`src/rtl/rv32i_instr_encoder.sv`:
```
// rv32i_instr_encoder
//   Packs decoded RV32I fields into 32-bit machine words. The output is bit-exact
//   with what the RV32I decoder expects. Each word is tagged with a sequential word
//   address and queued in a small valid/ready output FIFO.
//   Optional macro: ENC_RANGE_CHECK_EN flags immediates that do not fit their format.
//   Ports:
//     clk, rst                 clock, synchronous active-high reset
//     req_valid/req_ready      request handshake (req_ready is registered !full)
//     req_class                0 OPPI,1 OPPR,2 LUI,3 AUIPC,4 JAL,5 JALR,6 BRANCH,7 LOAD,8 STORE
//     req_rd/rs1/rs2/funct3    register and funct3 fields
//     req_alt                  funct7[5] select (SUB/SRA/SRAI)
//     req_imm                  full-value immediate
//     out_valid/out_ready      FIFO head handshake
//     out_ins/out_addr/out_err head word, its word address, illegal/range flag
module rv32i_instr_encoder #(
    parameter int unsigned DEPTH     = 2,
    parameter int unsigned ADDRW     = 10,
    parameter int unsigned BASE_ADDR = 0
) (
    input  logic             clk,
    input  logic             rst,
    input  logic             req_valid,
    output logic             req_ready,
    input  logic [3:0]       req_class,
    input  logic [4:0]       req_rd,
    input  logic [4:0]       req_rs1,
    input  logic [4:0]       req_rs2,
    input  logic [2:0]       req_funct3,
    input  logic             req_alt,
    input  logic [31:0]      req_imm,
    output logic             out_valid,
    input  logic             out_ready,
    output logic [31:0]      out_ins,
    output logic [ADDRW-1:0] out_addr,
    output logic             out_err
);

    localparam int unsigned CW = $clog2(DEPTH + 1);

    localparam logic [6:0] OP_IMM    = 7'b0010011;
    localparam logic [6:0] OP_REG    = 7'b0110011;
    localparam logic [6:0] OP_LUI    = 7'b0110111;
    localparam logic [6:0] OP_AUIPC  = 7'b0010111;
    localparam logic [6:0] OP_JAL    = 7'b1101111;
    localparam logic [6:0] OP_JALR   = 7'b1100111;
    localparam logic [6:0] OP_BRANCH = 7'b1100011;
    localparam logic [6:0] OP_LOAD   = 7'b0000011;
    localparam logic [6:0] OP_STORE  = 7'b0100011;

    typedef struct packed {
        logic [31:0]      ins;
        logic [ADDRW-1:0] addr;
        logic             err;
    } entryT;

    logic [31:0] encIns;
    logic        classErr;
    logic        rangeErr;
    logic        encErr;
    logic        isShift;

    assign isShift = (req_funct3 == 3'b001) || (req_funct3 == 3'b101);

    // Field packing per instruction class; unknown classes become a flagged NOP.
    always_comb begin
        encIns   = 32'h0000_0013;
        classErr = 1'b0;
        case (req_class)
            4'd0: begin
                if (isShift) begin
                    encIns = {1'b0, req_alt, 5'b0, req_imm[4:0], req_rs1, req_funct3, req_rd, OP_IMM};
                end else begin
                    encIns = {req_imm[11:0], req_rs1, req_funct3, req_rd, OP_IMM};
                end
            end
            4'd1: encIns = {1'b0, req_alt, 5'b0, req_rs2, req_rs1, req_funct3, req_rd, OP_REG};
            4'd2: encIns = {req_imm[31:12], req_rd, OP_LUI};
            4'd3: encIns = {req_imm[31:12], req_rd, OP_AUIPC};
            4'd4: encIns = {req_imm[20], req_imm[10:1], req_imm[11], req_imm[19:12], req_rd, OP_JAL};
            4'd5: encIns = {req_imm[11:0], req_rs1, 3'b000, req_rd, OP_JALR};
            4'd6: encIns = {req_imm[12], req_imm[10:5], req_rs2, req_rs1, req_funct3,
                            req_imm[4:1], req_imm[11], OP_BRANCH};
            4'd7: encIns = {req_imm[11:0], req_rs1, req_funct3, req_rd, OP_LOAD};
            4'd8: encIns = {req_imm[11:5], req_rs2, req_rs1, req_funct3, req_imm[4:0], OP_STORE};
            default: classErr = 1'b1;
        endcase
    end

`ifdef ENC_RANGE_CHECK_EN
    logic fitsI;
    logic fitsB;
    logic fitsJ;

    // Immediate fits its format when the bits above the field are a pure sign extension.
    always_comb begin
        fitsI    = (req_imm[31:11] == '0) || (req_imm[31:11] == '1);
        fitsB    = ((req_imm[31:12] == '0) || (req_imm[31:12] == '1)) && !req_imm[0];
        fitsJ    = ((req_imm[31:20] == '0) || (req_imm[31:20] == '1)) && !req_imm[0];
        rangeErr = 1'b0;
        case (req_class)
            4'd0:              rangeErr = isShift ? (req_imm[31:5] != '0) : !fitsI;
            4'd2, 4'd3:        rangeErr = (req_imm[11:0] != '0);
            4'd4:              rangeErr = !fitsJ;
            4'd5, 4'd7, 4'd8:  rangeErr = !fitsI;
            4'd6:              rangeErr = !fitsB;
            default:           rangeErr = 1'b0;
        endcase
    end
`else
    assign rangeErr = 1'b0;
`endif

    assign encErr = classErr | rangeErr;

    // Shift-register FIFO: entry 0 is the head and drives the outputs directly.
    entryT          ent  [DEPTH];
    entryT          entN [DEPTH];
    logic [CW-1:0]  count;
    logic [CW-1:0]  countN;
    logic [CW-1:0]  wrIdx;
    logic [ADDRW-1:0] addrCnt;
    logic           push;
    logic           pop;

    assign push   = req_valid && req_ready;
    assign pop    = out_valid && out_ready;
    assign wrIdx  = count - CW'(pop);
    assign countN = count + CW'(push) - CW'(pop);

    always_comb begin
        entN = ent;
        if (pop) begin
            for (int unsigned i = 0; i < DEPTH - 1; i++) begin
                entN[i] = ent[i + 1];
            end
        end
        for (int unsigned i = 0; i < DEPTH; i++) begin
            if (push && (wrIdx == CW'(i))) begin
                entN[i] = '{ins: encIns, addr: addrCnt, err: encErr};
            end
        end
    end

    always_ff @(posedge clk) begin
        if (rst) begin
            for (int unsigned i = 0; i < DEPTH; i++) begin
                ent[i] <= '{ins: 32'h0, addr: ADDRW'(BASE_ADDR), err: 1'b0};
            end
            count     <= '0;
            addrCnt   <= ADDRW'(BASE_ADDR);
            out_valid <= 1'b0;
            req_ready <= 1'b1;
        end else begin
            ent       <= entN;
            count     <= countN;
            out_valid <= (countN != '0);
            req_ready <= (countN < CW'(DEPTH));
            if (push) begin
                addrCnt <= addrCnt + ADDRW'(1);
            end
        end
    end

    assign out_ins  = ent[0].ins;
    assign out_addr = ent[0].addr;
    assign out_err  = ent[0].err;

endmodule

```
`config.mk`:
```
export PLATFORM = sky130hd
export DESIGN_NAME = rv32i_instr_encoder
export DESIGN_NICKNAME = d
export VERILOG_FILES = /design/src/rtl/rv32i_instr_encoder.sv
export SDC_FILE = /design/constraint.sdc
export NUM_CORES = 1
export LEC_CHECK = 0
export BUFFER_PORTS_ARGS = -buffer_cell sky130_fd_sc_hd__buf_2
export CORE_ASPECT_RATIO = 1.1
export CORE_MARGIN = 2
export CORE_UTILIZATION = 51
export CTS_BUF_LIST = sky130_fd_sc_hd__clkbuf_2 sky130_fd_sc_hd__clkbuf_4 sky130_fd_sc_hd__clkbuf_8
export CTS_CLUSTER_DIAMETER = 120
export DETAILED_ROUTE_END_ITERATION = 7
export HOLD_SLACK_MARGIN = 0.15
export PLACE_DENSITY = 0.83
export SETUP_SLACK_MARGIN = 0.05
export SLEW_MARGIN = 20
export SYNTH_ARGS = -nofsm -noshare
export SYNTH_HDL_FRONTEND = slang
export SYNTH_SLANG_ARGS = --single-unit
```
`constraint.sdc`:
```
create_clock -name clk -period 2.5 [get_ports clk]
set_input_delay 0.5 -clock clk [delete_from_list [all_inputs] [get_ports clk]]
set_output_delay 0.5 -clock clk [all_outputs]
set_load 0.01 [all_outputs]
```
* Yosys cells after proc, flatten, opt, wreduce, memory -nomap -nowiden
Index checks and enable logic that the tools add are counted. Widths: inputs -> output; s select.
Operators by class: $add $sub $neg 4, magnitude comparators 1, equal/unequal tests 11, multiplexer cells 5, reduce and logical (&&, ||, !) cells 10
Operator list (number):
- $pmux 32 s9 | 1
- $mux 43 | 2
- $mux 32 | 1
- $eq 4x3->1 const B | 4
- $add 10x1->10 const B | 1
- $reduce_or 9->1 | 1
- $eq 4x2->1 const B | 2
- $eq 4x1->1 const B | 1
- $eq 4x4->1 const B | 1
- $logic_and 1x1->1 | 4
- $logic_not 4->1 | 1
- $reduce_bool 2->1 | 2
- $sub 2x1->2 | 2
- $eq 3x1->1 const B | 1
- $eq 3x3->1 const B | 1
- $add 2x1->2 | 1
- $eq 2x1->1 const B | 1
- $logic_not 2->1 | 1
- $lt 2x2->1 const B | 1
- $logic_or 1x1->1 | 1
- $mux 1 | 1
Storage, ports and cells: register bits after elaboration 100, output and inout port bits 45, logic and storage cells 41

* Logic depth before layout (Yosys ltp)
word-level depth 5, gate-level depth with buffers 10, depth with buffers taken out 9

* Worst setup path after synthesis
Ideal clock, no wire load.
kind input to register, from input out_ready, to register ent[41] (netlist bit), setup time 0.130 ns, arrival 2.247 ns, data required time 2.370 ns, setup slack 0.123 ns, stages 10, buffers on the path 3, path through nand2_1 > clkinv_1 > clkbuf_1 > ha_1 > xnor2_1 > or3b_1 > clkbuf_1 > buf_2 > nand3b_1 > o41ai_1
Between the ends: longest elaborated chain between the ends 4
RTL lines:
- from (decl) | line 32 | input logic out_ready,
- $logic_and 1x1->1 | line 126 | assign pop = out_valid && out_ready;
- $sub 2x1->2 | line 127 | assign wrIdx = count - CW'(pop);
- $eq 2x1->1 | line 138 | if (push && (wrIdx == CW'(i))) begin
- $logic_and 1x1->1 | line 138
- to (signal, indexed assignment) | line 147 | ent[i] <= '{ins: 32'h0, addr: ADDRW'(BASE_ADDR), err: 1'b0};
- to (signal assigned) | line 154 | ent <= entN;
- to (decl) | line 116 | entryT ent [DEPTH];
No other way between the ends. A chain may end at the register's enable or synchronous reset.

* Final worst setup path
from register out_valid, to register ent[29] (netlist bit)
Between the ends: longest elaborated chain between the ends 4
RTL lines:
- from (decl) | line 31 | output logic out_valid,
- from (signal assigned) | line 156 | out_valid <= (countN != '0);
- $logic_and 1x1->1 | line 126
- $sub 2x1->2 | line 127
- $eq 2x1->1 | line 138
- $logic_and 1x1->1 | line 138
No other way between the ends.

==> impl_metrics.csv <==
group,metric,value,unit
setup_path,critical_path_required,2.77,ns
detailed_routing,vias_per_cell,6.03,
timing,slew_headroom,48.7,%
yosys,yosys.area.top_type,"dfxtp_1",
layout,drive_gt1_share,24.4,%
global_routing,grt_usage,22.5,%
layout,fillers,860,
clocking,numCtsBuffers,9,
layout,syn_to_final_growth,9.45,%
setup_path,cp_slowest_cell,"dfxtp_1",
yosys,yosys.cell_types.count,54,
floorplanning,core_area,9750,µm²
timing,hold_viol,0,
clocking,cts_setup_buffers,0,
setup_path,crit_type,"flop to flop",
yosys,synth_area_leaders,"dfxtp_1, a211oi_1, a311oi_1",
yosys,yosysSeqAreaShare,39.0,%
clocking,cts_buffer_depth,2,
timing,fin_crit,2.16,ns
yosys,synth_top_area_share,39.0,%
yosys,synth_edf_count,0,
setup_path,cp-start-kind,"flop",
global_routing,grt_max_degree,53,
layout,layout.cells.non_filler,751,
timing,finalCritPeriodShare,86.6,%
timing,whs,0.439,ns
detailed_routing,drt_iter0_markers,221,
global_routing,grt_pass1_wl,19500,µm
worst_hold_path,holdCritPathClass,"primary input to flop",
clocking,root_buffer,"clkbuf_8",
power_and_ir_drop,p_total,5.74,mW
flow_run,drv_cap,0,
detailed_routing,drc,0,
layout,final_cell_mix,"buf_2, dfxtp_1, nand2_1",
global_routing,grt_overflow,0,
setup_path,arrival,2.43,ns
clocking,h-tree-depth,3,
global_routing,antenna_found_initial,0,
placed_design,place_congestion,0.844,
layout,diodes,0,
yosys,synth_simple_gate_area_share,19.5,%
timing,skew,0.0146,ns
detailed_routing,firstDrtPassIters,5,
power_and_ir_drop,vdd_drop_max,0.545,mV
layout,nNetsFinal,690,
clocking,clk_pin_slew,0.09,ns
detailed_routing,wl,12400,µm
timing,fmax,462,MHz
yosys,synthAdderAreaFrac,0.995,%
timing,worst_pin_slew,0.770,ns
yosys,synth_xor_area_share,2.09,%
layout,final_area,5510,µm²
detailed_routing,wl_per_cell,16.5,µm
yosys,synth_seq_cells,98,
detailed_routing,vias,4527,
clocking,clk_latency,0.37,ns
timing,slew_viol_final,0,
yosys,synthFlopType,"dfxtp_1",
clocking,ctsHoldBuffers,0,
floorplanning,dieHeight,108,µm
setup_path,crit_fanout,26,
placed_design,port_buffers,103,
run_status,status,"completed",
global_routing,grt_pass1_vias,4103,
timing,fin_tns_setup,0,ns
detailed_routing,detail-route-antenna-nets,0,
yosys,synth-compound-area-share,23.8,%
floorplanning,start_util,51.6,%
yosys,yosys_warnings,0,
setup_path,crit_end,"ent[29]",
yosys,syn_avg_cell_area,8.59,µm²
setup_path,ff2ff_path_depth,8,
yosys,synthMuxAreaShare,3.23,%
setup_path,r2r-start,"out_valid",
timing,setup_viol_count_final,0,
floorplanning,io_pins,104,
setup_path,reg2reg_to,"ent[29]",
timing,rsz0062_at_grt,"false",
yosys,synthesis.nets,649,
yosys,synthArstFlopShare,0,%
setup_path,cp_cell_sequence,"nand2_1, clkinv_1, ha_1, xnor2_1, nor3b_4, buf_4, nor2_1, a311oi_1",
floorplanning,placementRows,38,
power_and_ir_drop,power_density,1040,nW/µm²
yosys,synth_area,5030,µm²
setup_path,startpoint,"out_valid",
yosys,synth_top_family_by_area,"compound AO/OA/AOI/OAI gates",
yosys,synthCells,586,
power_and_ir_drop,leakagePower,2.17,nW
setup_path,r2r_slack,0.34,ns
placed_design,placed_cell_area,5310,µm²
floorplanning,die-area,10700,µm²
clocking,post_cts_resized,0,
floorplanning,die_w,98.7,µm
clocking,cts_sinks,98,
setup_path,slowest_delay,0.40,ns
setup_path,crit_path_end_kind,"flop",
placed_design,dp_hpwl,8350,µm
layout,final_common_cell,"buf_2",
placed_design,post-place-cells,736,
clocking,cts_tree,"built",
state kept, by name (all words and copies together), names as in the netlist:
register,count
out_addr,10
addrCnt,10
req_ready,1
out_ins,31
count,2
ent,42
out_valid,1
out_err,1
cell type report:
class,instances,area (µm²),share of cell area [%]
flip-flops and latches,98,1960,35.6
clock inverters,5,62.6,1.14
repair buffers,118,653,11.9
inverters,9,33.8,0.613
well taps,120,150,2.73
clock buffers,10,138,2.50
multi-input cells,391,2510,45.5
worst min-delay path by stage:
stage	start	end	slack, ns	depth (start not counted)
6_report	req_rs2[2]	ent[33]	0.44	3
5_1_grt	req_rs2[2]	ent[33]	0.44	3
4_1_cts	req_rs2[2]	ent[33]	0.42	3
3_5_place_dp	ent[9]	ent[9]	0.45	2
2_1_floorplan	ent[14]	ent[14]	0.44	2
3_3_place_gp	ent[14]	ent[14]	0.44	2
where the power goes:
part	switching, mW	leakage [nW]	internal [mW]
Combinational	1.39	1.27	0.994
Clock	0.560	0.0954	0.492
Sequential	0.275	0.801	2.04
Total	2.22	2.17	3.52
logic make-up after synthesis:
kind of cell | after synthesis
AND/OR/NAND/NOR | 205
AO/OA/AOI/OAI | 155
flip-flops | 98
buffers and inverters | 97
multiplexers | 15
XOR/XNOR | 12
adder cells (fa/ha/maj) | 4
synth_stat cells (2+ instances only):
library cell and instances:
nand3b_1 2, a21boi_0 5, xor2_1 5, inv_1 7, or4b_1 2, nand2_1 76, a211oi_2 3, and3_1 8
and4_1 2, and2_1 21, xnor2_1 7, mux2i_1 5, nor2b_1 3, a211oi_1 51, nand3_1 7, a311oi_1 38
nor3b_1 2, buf_4 44, clkbuf_1 25, buf_2 14, nor2_1 59, dfxtp_1 98, buf_6 3, clkinv_1 2
mux2_2 10, a21oi_1 22, ha_1 4, or3_1 6, nand4_1 3, a32oi_1 4, o32a_1 2, nor3_1 2
a22o_1 3, a22oi_1 13, buf_1 2, a221oi_1 6, nand2b_1 3
worst max-delay path, delay by kind of cell (launching register included):
family	cells	cell delay, ns
buffers and inverters	2	0.44
AO/OA/AOI/OAI	1	0.25
XOR/XNOR	1	0.27
AND/OR/NAND/NOR	3	0.51
adder cells (fa/ha/maj)	1	0.21
flip-flops	1	0.40
through the flow:
step,setup slack (ns),util [%]
finish,0.335,56.5
global route,0.116,56.5
CTS,0.338,56.5
detailed placement,0.153,54.5
global placement,0.242,54.5
floorplan,0.123,-
layer usage:
metal	GRT usage, %	routed length [µm]	share of wire, %	vias to the layer above
met4	9.69	355	2.9	0
li1	-	-	-	2167
met1	29.4	5330	43	2142
met5	0	0	0	-
met3	3.43	781	6.3	39
met2	37.3	5940	48	179
No activity file was read; power rests on OpenSTA's default activity.
